`config.mk`:
```
export PLATFORM = sky130hd
export DESIGN_NAME = wb_timer_flat
export DESIGN_NICKNAME = d
export VERILOG_FILES = /design/src/rtl/wb_timer_if.sv /design/src/rtl/wb_timer.sv /design/src/flat_wrapper.sv
export SDC_FILE = /design/constraint.sdc
export NUM_CORES = 1
export LEC_CHECK = 0
export CAP_MARGIN = 30
export CORE_MARGIN = 2
export CORE_UTILIZATION = 60
export CTS_CLUSTER_DIAMETER = 30
export DETAILED_ROUTE_END_ITERATION = 7
export DONT_BUFFER_PORTS = 1
export PLACE_DENSITY = 0.82
export SLEW_MARGIN = 20
export SYNTH_ARGS = -nofsm -noshare
export SYNTH_HDL_FRONTEND = slang
export SYNTH_SLANG_ARGS = --single-unit
```
`constraint.sdc`:
```
create_clock -name clk -period 7.3 [get_ports clk]
set_input_delay 0.73 -clock clk [delete_from_list [all_inputs] [get_ports clk]]
set_output_delay 0.73 -clock clk [all_outputs]
set_load 0.1 [all_outputs]
```
`src/rtl/wb_timer_if.sv`:
```
// Wishbone B4 pipelined bus bundle (32-bit data, byte selects) with master
// and slave views.
interface wb_if #(
  parameter int AW = 32,
  parameter int DW = 32
);
  logic            cyc;
  logic            stb;
  logic            we;
  logic [AW-1:0]   adr;
  logic [DW/8-1:0] sel;
  logic [DW-1:0]   dat_m;
  logic [DW-1:0]   dat_s;
  logic            ack;
  logic            stall;
  logic            err;

  modport master (
    output cyc, stb, we, adr, sel, dat_m,
    input  dat_s, ack, stall, err
  );

  modport slave (
    input  cyc, stb, we, adr, sel, dat_m,
    output dat_s, ack, stall, err
  );
endinterface

```
`src/rtl/wb_timer.sv`:
```
// RISC-V machine timer (64-bit mtime/mtimecmp) as a Wishbone pipelined slave,
// with a programmable prescaler and a latched high word for tear-free reads.
module wb_timer #(
  parameter int unsigned PRESCALE_RST = 49,
  parameter int          PW           = 16
) (
  input  logic clk,
  input  logic rst_n,
  wb_if.slave  wb,
  output logic irq_timer
);

  typedef enum logic [2:0] {
    REG_MTIME_LO    = 3'd0,
    REG_MTIME_HI    = 3'd1,
    REG_MTIMECMP_LO = 3'd2,
    REG_MTIMECMP_HI = 3'd3,
    REG_CTRL        = 3'd4,
    REG_PRESCALE    = 3'd5,
    REG_RSVD0       = 3'd6,
    REG_RSVD1       = 3'd7
  } reg_e;

  function automatic logic [31:0] byte_merge(input logic [31:0] old,
                                             input logic [31:0] data,
                                             input logic [3:0]  sel);
    logic [31:0] res;
    res = old;
    for (int i = 0; i < 4; i++) begin
      if (sel[i]) res[8*i +: 8] = data[8*i +: 8];
    end
    return res;
  endfunction

  logic          accept;
  logic          wr_en;
  logic          rd_en;
  reg_e          reg_sel;

  logic [31:0]   mtime_lo;
  logic [31:0]   mtime_hi;
  logic [31:0]   cmp_lo;
  logic [31:0]   cmp_hi;
  logic [31:0]   shadow;
  logic          en;
  logic [PW-1:0] prescale;
  logic [PW-1:0] count;
  logic          tick;
  logic          lo_carry;

  logic [31:0]   rd_data;
  logic [31:0]   prescale_wr;
  logic          ack_q;
  logic [31:0]   dat_q;
  logic          unused_adr;

  assign accept  = wb.cyc & wb.stb;
  assign wr_en   = accept & wb.we;
  assign rd_en   = accept & ~wb.we;
  assign reg_sel = reg_e'(wb.adr[4:2]);

  // The interconnect owns the window, so only adr[4:2] is meaningful here.
  assign unused_adr = ^{wb.adr[31:5], wb.adr[1:0]};

  // ---------------------------------------------------------------------------
  // Prescaler: one tick every prescale+1 enabled clocks.
  // ---------------------------------------------------------------------------
  assign tick     = en && (count == prescale);
  assign lo_carry = tick && (mtime_lo == '1);

  // NOTE: state registers use non-blocking assignments so every process sees
  // the pre-edge values, independent of the order the blocks are evaluated.
  always_ff @(posedge clk or negedge rst_n) begin
    if (!rst_n) begin
      count <= '0;
    end else if (wr_en && reg_sel == REG_PRESCALE) begin
      count <= '0;
    end else if (en) begin
      count <= tick ? '0 : count + 1'b1;
    end
  end

  // ---------------------------------------------------------------------------
  // mtime: a bus write to a word overrides that word's tick, while the high
  // word still takes the carry produced by the old low word.
  // ---------------------------------------------------------------------------
  always_ff @(posedge clk or negedge rst_n) begin
    if (!rst_n) begin
      mtime_lo <= '0;
    end else if (wr_en && reg_sel == REG_MTIME_LO) begin
      mtime_lo <= byte_merge(mtime_lo, wb.dat_m, wb.sel);
    end else if (tick) begin
      mtime_lo <= mtime_lo + 32'd1;
    end
  end

  always_ff @(posedge clk or negedge rst_n) begin
    if (!rst_n) begin
      mtime_hi <= '0;
    end else if (wr_en && reg_sel == REG_MTIME_HI) begin
      mtime_hi <= byte_merge(mtime_hi, wb.dat_m, wb.sel);
    end else if (lo_carry) begin
      mtime_hi <= mtime_hi + 32'd1;
    end
  end

  // ---------------------------------------------------------------------------
  // Compare and control registers.
  // ---------------------------------------------------------------------------
  assign prescale_wr = byte_merge(32'(prescale), wb.dat_m, wb.sel);

  always_ff @(posedge clk or negedge rst_n) begin
    if (!rst_n) begin
      cmp_lo   <= '1;
      cmp_hi   <= '1;
      en       <= 1'b1;
      prescale <= PRESCALE_RST[PW-1:0];
    end else if (wr_en) begin
      case (reg_sel)
        REG_MTIMECMP_LO: cmp_lo <= byte_merge(cmp_lo, wb.dat_m, wb.sel);
        REG_MTIMECMP_HI: cmp_hi <= byte_merge(cmp_hi, wb.dat_m, wb.sel);
        REG_CTRL:        if (wb.sel[0]) en <= wb.dat_m[0];
        REG_PRESCALE:    prescale <= prescale_wr[PW-1:0];
        default:         ;
      endcase
    end
  end

  // ---------------------------------------------------------------------------
  // Read path: data is sampled at the acceptance edge and presented with ack.
  // ---------------------------------------------------------------------------
  // NOTE: rd_data gets a default before the case so no path leaves it
  // unassigned, which would otherwise infer a latch.
  always_comb begin
    rd_data = '0;
    case (reg_sel)
      REG_MTIME_LO:    rd_data = mtime_lo;
      REG_MTIME_HI:    rd_data = shadow;
      REG_MTIMECMP_LO: rd_data = cmp_lo;
      REG_MTIMECMP_HI: rd_data = cmp_hi;
      REG_CTRL:        rd_data = {31'd0, en};
      REG_PRESCALE:    rd_data = 32'(prescale);
      REG_RSVD0,
      REG_RSVD1:       rd_data = '0;
      default:         rd_data = '0;
    endcase
  end

  // Reading the low word freezes the high word so a following HI read pairs
  // with it even if a carry lands in between.
  always_ff @(posedge clk or negedge rst_n) begin
    if (!rst_n) begin
      shadow <= '0;
    end else if (rd_en && reg_sel == REG_MTIME_LO) begin
      shadow <= mtime_hi;
    end
  end

  always_ff @(posedge clk or negedge rst_n) begin
    if (!rst_n) begin
      ack_q <= 1'b0;
      dat_q <= '0;
    end else begin
      ack_q <= accept;
      dat_q <= rd_en ? rd_data : '0;
    end
  end

  assign wb.ack   = ack_q;
  assign wb.dat_s = dat_q;
  assign wb.stall = 1'b0;
  assign wb.err   = 1'b0;

  // ---------------------------------------------------------------------------
  // Interrupt: registered unsigned compare of the current 64-bit values.
  // ---------------------------------------------------------------------------
  always_ff @(posedge clk or negedge rst_n) begin
    if (!rst_n) begin
      irq_timer <= 1'b0;
    end else begin
      irq_timer <= ({mtime_hi, mtime_lo} >= {cmp_hi, cmp_lo});
    end
  end

endmodule

```
`src/flat_wrapper.sv`:
```
// flat-port wrapper written by rule: the top's interface ports become plain ports
module wb_timer_flat 
#(
  parameter int unsigned PRESCALE_RST = 49,
  parameter int          PW           = 16
)
  (clk, rst_n, irq_timer, wb_cyc, wb_stb, wb_we, wb_adr, wb_sel, wb_dat_m, wb_dat_s, wb_ack, wb_stall, wb_err);
  wb_if wb_i ();
  input  logic clk;
  input  logic rst_n;
  output logic irq_timer;
  input wire logic [$bits(wb_i.cyc)-1:0] wb_cyc;
  input wire logic [$bits(wb_i.stb)-1:0] wb_stb;
  input wire logic [$bits(wb_i.we)-1:0] wb_we;
  input wire logic [$bits(wb_i.adr)-1:0] wb_adr;
  input wire logic [$bits(wb_i.sel)-1:0] wb_sel;
  input wire logic [$bits(wb_i.dat_m)-1:0] wb_dat_m;
  output wire logic [$bits(wb_i.dat_s)-1:0] wb_dat_s;
  output wire logic [$bits(wb_i.ack)-1:0] wb_ack;
  output wire logic [$bits(wb_i.stall)-1:0] wb_stall;
  output wire logic [$bits(wb_i.err)-1:0] wb_err;
  assign wb_i.cyc = wb_cyc;
  assign wb_i.stb = wb_stb;
  assign wb_i.we = wb_we;
  assign wb_i.adr = wb_adr;
  assign wb_i.sel = wb_sel;
  assign wb_i.dat_m = wb_dat_m;
  assign wb_dat_s = wb_i.dat_s;
  assign wb_ack = wb_i.ack;
  assign wb_stall = wb_i.stall;
  assign wb_err = wb_i.err;
  wb_timer #(.PRESCALE_RST(PRESCALE_RST), .PW(PW)) u_core (.clk(clk), .rst_n(rst_n), .wb(wb_i), .irq_timer(irq_timer));
endmodule
```
# Yosys cells after proc, flatten, opt, wreduce, memory -nomap -nowiden
# Index checks and enable logic that the tools add are counted.
[op_classes]
n_addsub = 3
magnitude_cmp = 1
n_eq_ne = 17
n_mux = 13
bitwise = 4
reduce_logical = 30
[op_table]
columns = ["cell", "n"]
rows = [
  ["32-bit one-hot mux with 7 select lines", 1],
  ["32-bit two-way mux", 5],
  ["32-bit by 1-bit adder with 32-bit output, second input constant", 2],
  ["64-bit greater-or-equal comparator", 1],
  ["16-bit two-way mux", 3],
  ["3-bit AND reduction", 11],
  ["32-bit == test, second input constant", 1],
  ["8-bit two-way mux", 4],
  ["16-bit by 1-bit adder with 16-bit output, second input constant", 1],
  ["16-bit == test", 1],
  ["2-bit inequality test, second input constant", 8],
  ["2-bit AND reduction", 8],
  ["3-bit == test, second input constant", 4],
  ["3-bit by 2-bit == test with 1-bit output, second input constant", 2],
  ["1-bit logical AND", 6],
  ["2-bit nonzero test", 3],
  ["1-bit AND", 3],
  ["3-bit by 1-bit == test with 1-bit output, second input constant", 1],
  ["3-bit logical NOT", 1],
  ["2-bit OR reduction", 1],
  ["1-bit NOT", 1],
]
[totals]
ff_bits = 227
in_bits = 73
out_inout_bits = 36

# Depth between registers and ports, before layout
[depth]
word_depth = 5
mapped_depth = 9

# Least setup slack after synthesis
# OpenSTA, ideal clock, no wires.
[synth_path]
path_kind = "input -> register"
from = "input port wb_adr[4]"
to = "register u_core.mtime_hi[26]"
setup_time_ps = 127
arrival_time_ps = 2388
required_ps = 7173
path_slack_ps = 4785
cell_stages = 9
n_path_buf = 3
cell_sequence = "buf_2 > and4b_1 > a211oi_2 > nand4_4 > or2_1 > buf_6 > buf_6 > o32ai_1 > nor3_1"
[synth_via]
elab_chain_len = 4
[synth_lines]
columns = ["element", "line", "rtl"]
rows = [
  ["start: declaration", "flat_wrapper.sv:15", "input wire logic [$bits(wb_i.adr)-1:0] wb_adr;"],
  ["3-bit by 1-bit == test with 1-bit output (*)", "wb_timer.sv:100", "end else if (wr_en && reg_sel == REG_MTIME_HI) begin"],
  ["1-bit logical AND (*)", "wb_timer.sv:100", ""],
  ["2-bit inequality test (no source line) / 2-bit nonzero test (equally long branches)", "-", ""],
  ["2-bit AND reduction (no source line)", "-", ""],
  ["end signal: assignment", "wb_timer.sv:101", "mtime_hi <= byte_merge(mtime_hi, wb.dat_m, wb.sel);"],
  ["end signal: assignment", "wb_timer.sv:103", "mtime_hi <= mtime_hi + 32'd1;"],
  ["end: declaration", "wb_timer.sv:41", "logic [31:0] mtime_hi;"],
]
# Every way passes the cells marked *; elsewhere a longest branch is shown, timed or not.
# A chain may end at the register's enable or synchronous reset.

# Worst setup path in the final report
[layout_path]
from = "register u_core.mtime_lo[0]"
to = "register u_core.mtime_hi[6]"
[layout_via]
elab_chain_len = 4
[layout_lines]
columns = ["element", "line", "rtl"]
rows = [
  ["start: declaration", "wb_timer.sv:40", "logic [31:0] mtime_lo;"],
  ["start signal: assignment", "wb_timer.sv:91", "mtime_lo <= byte_merge(mtime_lo, wb.dat_m, wb.sel);"],
  ["start signal: assignment", "wb_timer.sv:93", "mtime_lo <= mtime_lo + 32'd1;"],
  ["32-bit == test", "wb_timer.sv:69", "assign lo_carry = tick && (mtime_lo == '1);"],
  ["1-bit logical AND", "wb_timer.sv:69", ""],
  ["2-bit nonzero test (no source line)", "-", ""],
  ["2-bit AND reduction (no source line)", "-", ""],
]
# Every way passes these cells.

==> results.toml <==
[setup_path]
crit_arrival_ns = 3.63
critPathSlowestCell = "or2_1"
critPathCaptureType = "flip-flop"
crit_path_start_kind = "flip-flop"
cp_max_fo = 17
slowest_delay_ns = 0.55
crit_type = "reg2reg"
path_cells = "ha_1 > nand4_1 > nor4_4 > nand4_4 > or2_1 > buf_6 > o31a_1 > nor3_1"
worst_ep_required_time_ns = 7.74

[synth]
ys_ff_latch = 227
synth.most_common_cell = "dfrtp_1"
syn_area_sq_um = 13300
synth-edff-count = 0
async_reset_ff_frac = 1.00
synthCells = 1344
avgSynthCellArea_sq_um = 9.87
synth_area_leaders = "dfrtp_1 (30%), dfstp_2 (13%), mux2_2 (10%), ha_1 (6.3%), nor2_1 (3.5%)"
synth-seq-area-share = 0.435
synth_top_area_share = 0.300
ys_top_cells_by_count = "dfrtp_1 (159), nor2_1 (124), mux2_2 (119), nand2_1 (98), inv_1 (74)"
synth.distinct_cells = 80
yosys_warnings = 0
synthFlopType = "dfrtp_1"
synth_top_area_cell = "dfrtp_1"

[timing]
fin_crit_sh = 0.437
hold_viol = 0
tns_ns = 0
whs_ns = 0.0430
max_freq_mhz = 313
worst_slew_pin_slew_ns = 0.914
fin_skew_ns = 0.0138
relSlewSlack = 0.389
post-route-min-period_ns = 3.19
rsz0062_at_grt = "false"
setup_violations = 0
maxSlewViolCount = 0

[layout]
area_delta_synth_final_pct = 15.4
drive_above_1_share = 0.226
antennaDiodeCount = 0
nets = 1487

[place]
io_buffers = 0
dp_hpwl_mm = 26.6
gp_congestion = 0.958

[global_routing]
first_global_vias = 11300
grt_start_max_net_pins = 160
grt_first_pass_wirelength_mm = 62.1
antenna_found_initial = 0
track_usage = 0.333
grt_overflow = 0

[routing]
antenna_violating_nets_post_route = 0
routed_via_density = 6.90
dr.pass1.iters = 6
wl_per_cell_um = 23.9
vias = 11500
drt_wl_total_mm = 39.8
drt_iter0_drc = 1197
drc = 0

[clock_tree]
cts_setup_buffers = 0
htreeDepth = 2
cts-buffers-inserted = 50
cts_tree = "yes"
root_buffer = "clkbuf_16"
clockBufferDepth = 3
path_clk_slew_ns = 0.04
cts_num_sinks = 227
worst_skew_pair.late_latency_ns = 0.54

[power]
peakVddDrop_v = 0.000237
p_leak_nw = 6.66
power_density_nw_per_um2 = 297

[run_status]
status = "finished, final reports clean"

[die]
fp.dieArea_sq_um = 23300
row_count = 54
start_util = 0.610
die_h_um = 153
dieWidth_um = 153
io_pins = 109
coreArea_sq_um = 21800

[worst_hold_path]
min_path_type = "in2async"

[job]
max_cap_violations = 0
-- worst paths after layout --
| check | startpoint | to | slack, ns | cells past startpoint |
|---|---|---|---|---|
| max reg2reg | u_core.mtime_lo[0]$_DFFE_PN0P_ | u_core.mtime_hi[6]$_DFFE_PN0P_ | 4.11 | 8 |
| max in group asynchronous | rst_n | u_core.shadow[20]$_DFFE_PN0P_ | 6.42 | 1 |
| max | u_core.mtime_lo[0]$_DFFE_PN0P_ | u_core.mtime_hi[6]$_DFFE_PN0P_ | 4.11 | 8 |
| min in group clk | wb_adr[3] | u_core.wb.dat_s[25]$_DFF_PN0_ | 0.28 | 1 |
| min reg2reg | u_core.shadow[14]$_DFFE_PN0P_ | u_core.shadow[14]$_DFFE_PN0P_ | 0.51 | 1 |
| min | rst_n | u_core.cmp_hi[28]$_DFFE_PN1P_ | 0.04 | 0 |
-- final cells by class --
class / count / area, sq um
Clock inverter: 30 / 414
Sequential cell: 227 / 5770
Inverter: 74 / 278
Clock buffer: 63 / 1400
Timing Repair Buffer: 14 / 145
Tap cell: 280 / 350
Multi-Input combinational cell: 980 / 6960
Fill cell: 1556 / 6440
-- worst max-delay path, delay by kind of cell (launching register included) --
kind	cells	cell delay, ns
and+or+nand+nor	5	1.88
adders and majority gates	1	0.28
DFF	1	0.42
buffers and inverters	1	0.25
AOI/OAI and AO/OA	1	0.24
-- power by group --
| group | leakage (nW) | total, mW | internal [mW] | switching (mW) |
|---|---|---|---|---|
| Clock | 0.884 | 2.40 | 1.67 | 0.730 |
| Sequential | 2.80 | 1.60 | 1.42 | 0.180 |
| Combinational | 2.98 | 0.539 | 0.238 | 0.301 |
-- kinds of logic after synthesis --
group,count (synthesis),share of synthesized area
flops,227,0.435
other cells,1,0.000283
compound gates,287,0.145
simple gates,451,0.176
fa+ha+maj,67,0.0632
xor+xnor,24,0.0158
mux,149,0.124
buf+inv,138,0.0422
-- repair_timing --
item | 4_1_cts | 5_1_grt
hold buffers | 1 | 0
gates resized for setup | 0 | 0
endpoints found under the hold margin | 159 | 0
-- per-layer routing --
layer	global-route usage	vias to the layer above	part of all wire
li1	-	4982	-
met1	0.411	5640	0.37
met2	0.549	697	0.48
met3	0.0751	196	0.092
met4	0.174	0	0.059
met5	0	-	0
-- registers in the layout, summed over array words and instances (netlist names) --
register,count
u_core.cmp_lo,32
u_core.wb.dat_s,32
u_core.prescale,16
u_core.irq_timer,1
u_core.mtime_hi,32
u_core.mtime_lo,32
u_core.wb.ack,1
u_core.count,16
u_core.shadow,32
u_core.en,1
u_core.cmp_hi,32
-- stage by stage --
step,instances,setup slack (ns),utilization,cell area [sq um],power [mW]
floorplan,1345,4.79,-,13300,1.97
global route,1668,3.97,0.704,15300,4.68
CTS,1665,3.81,0.702,15300,4.54
global placement,1570,3.95,0.617,13400,2.07
detailed placement,1571,3.86,0.618,13400,2.11
finish,1668,4.11,0.704,15300,4.54
-- placed cells by master (no fill, tap or decap), types with 19 or more instances in the layout --
cell type    n
o21ai_0     48
o22ai_1     19
nor3_1      46
inv_1       74
a211oi_1    39
ha_1        67
and3_1      21
nand4_1     28
mux2i_1     30
clkbuf_16   51
nand2_1     98
mux2_2     119
dfstp_2     68
dfrtp_1    159
xor2_1      20
nor2_1     123
nand3_1     41
a21oi_1     71
Note: power is estimated with default switching activity, not from simulation.
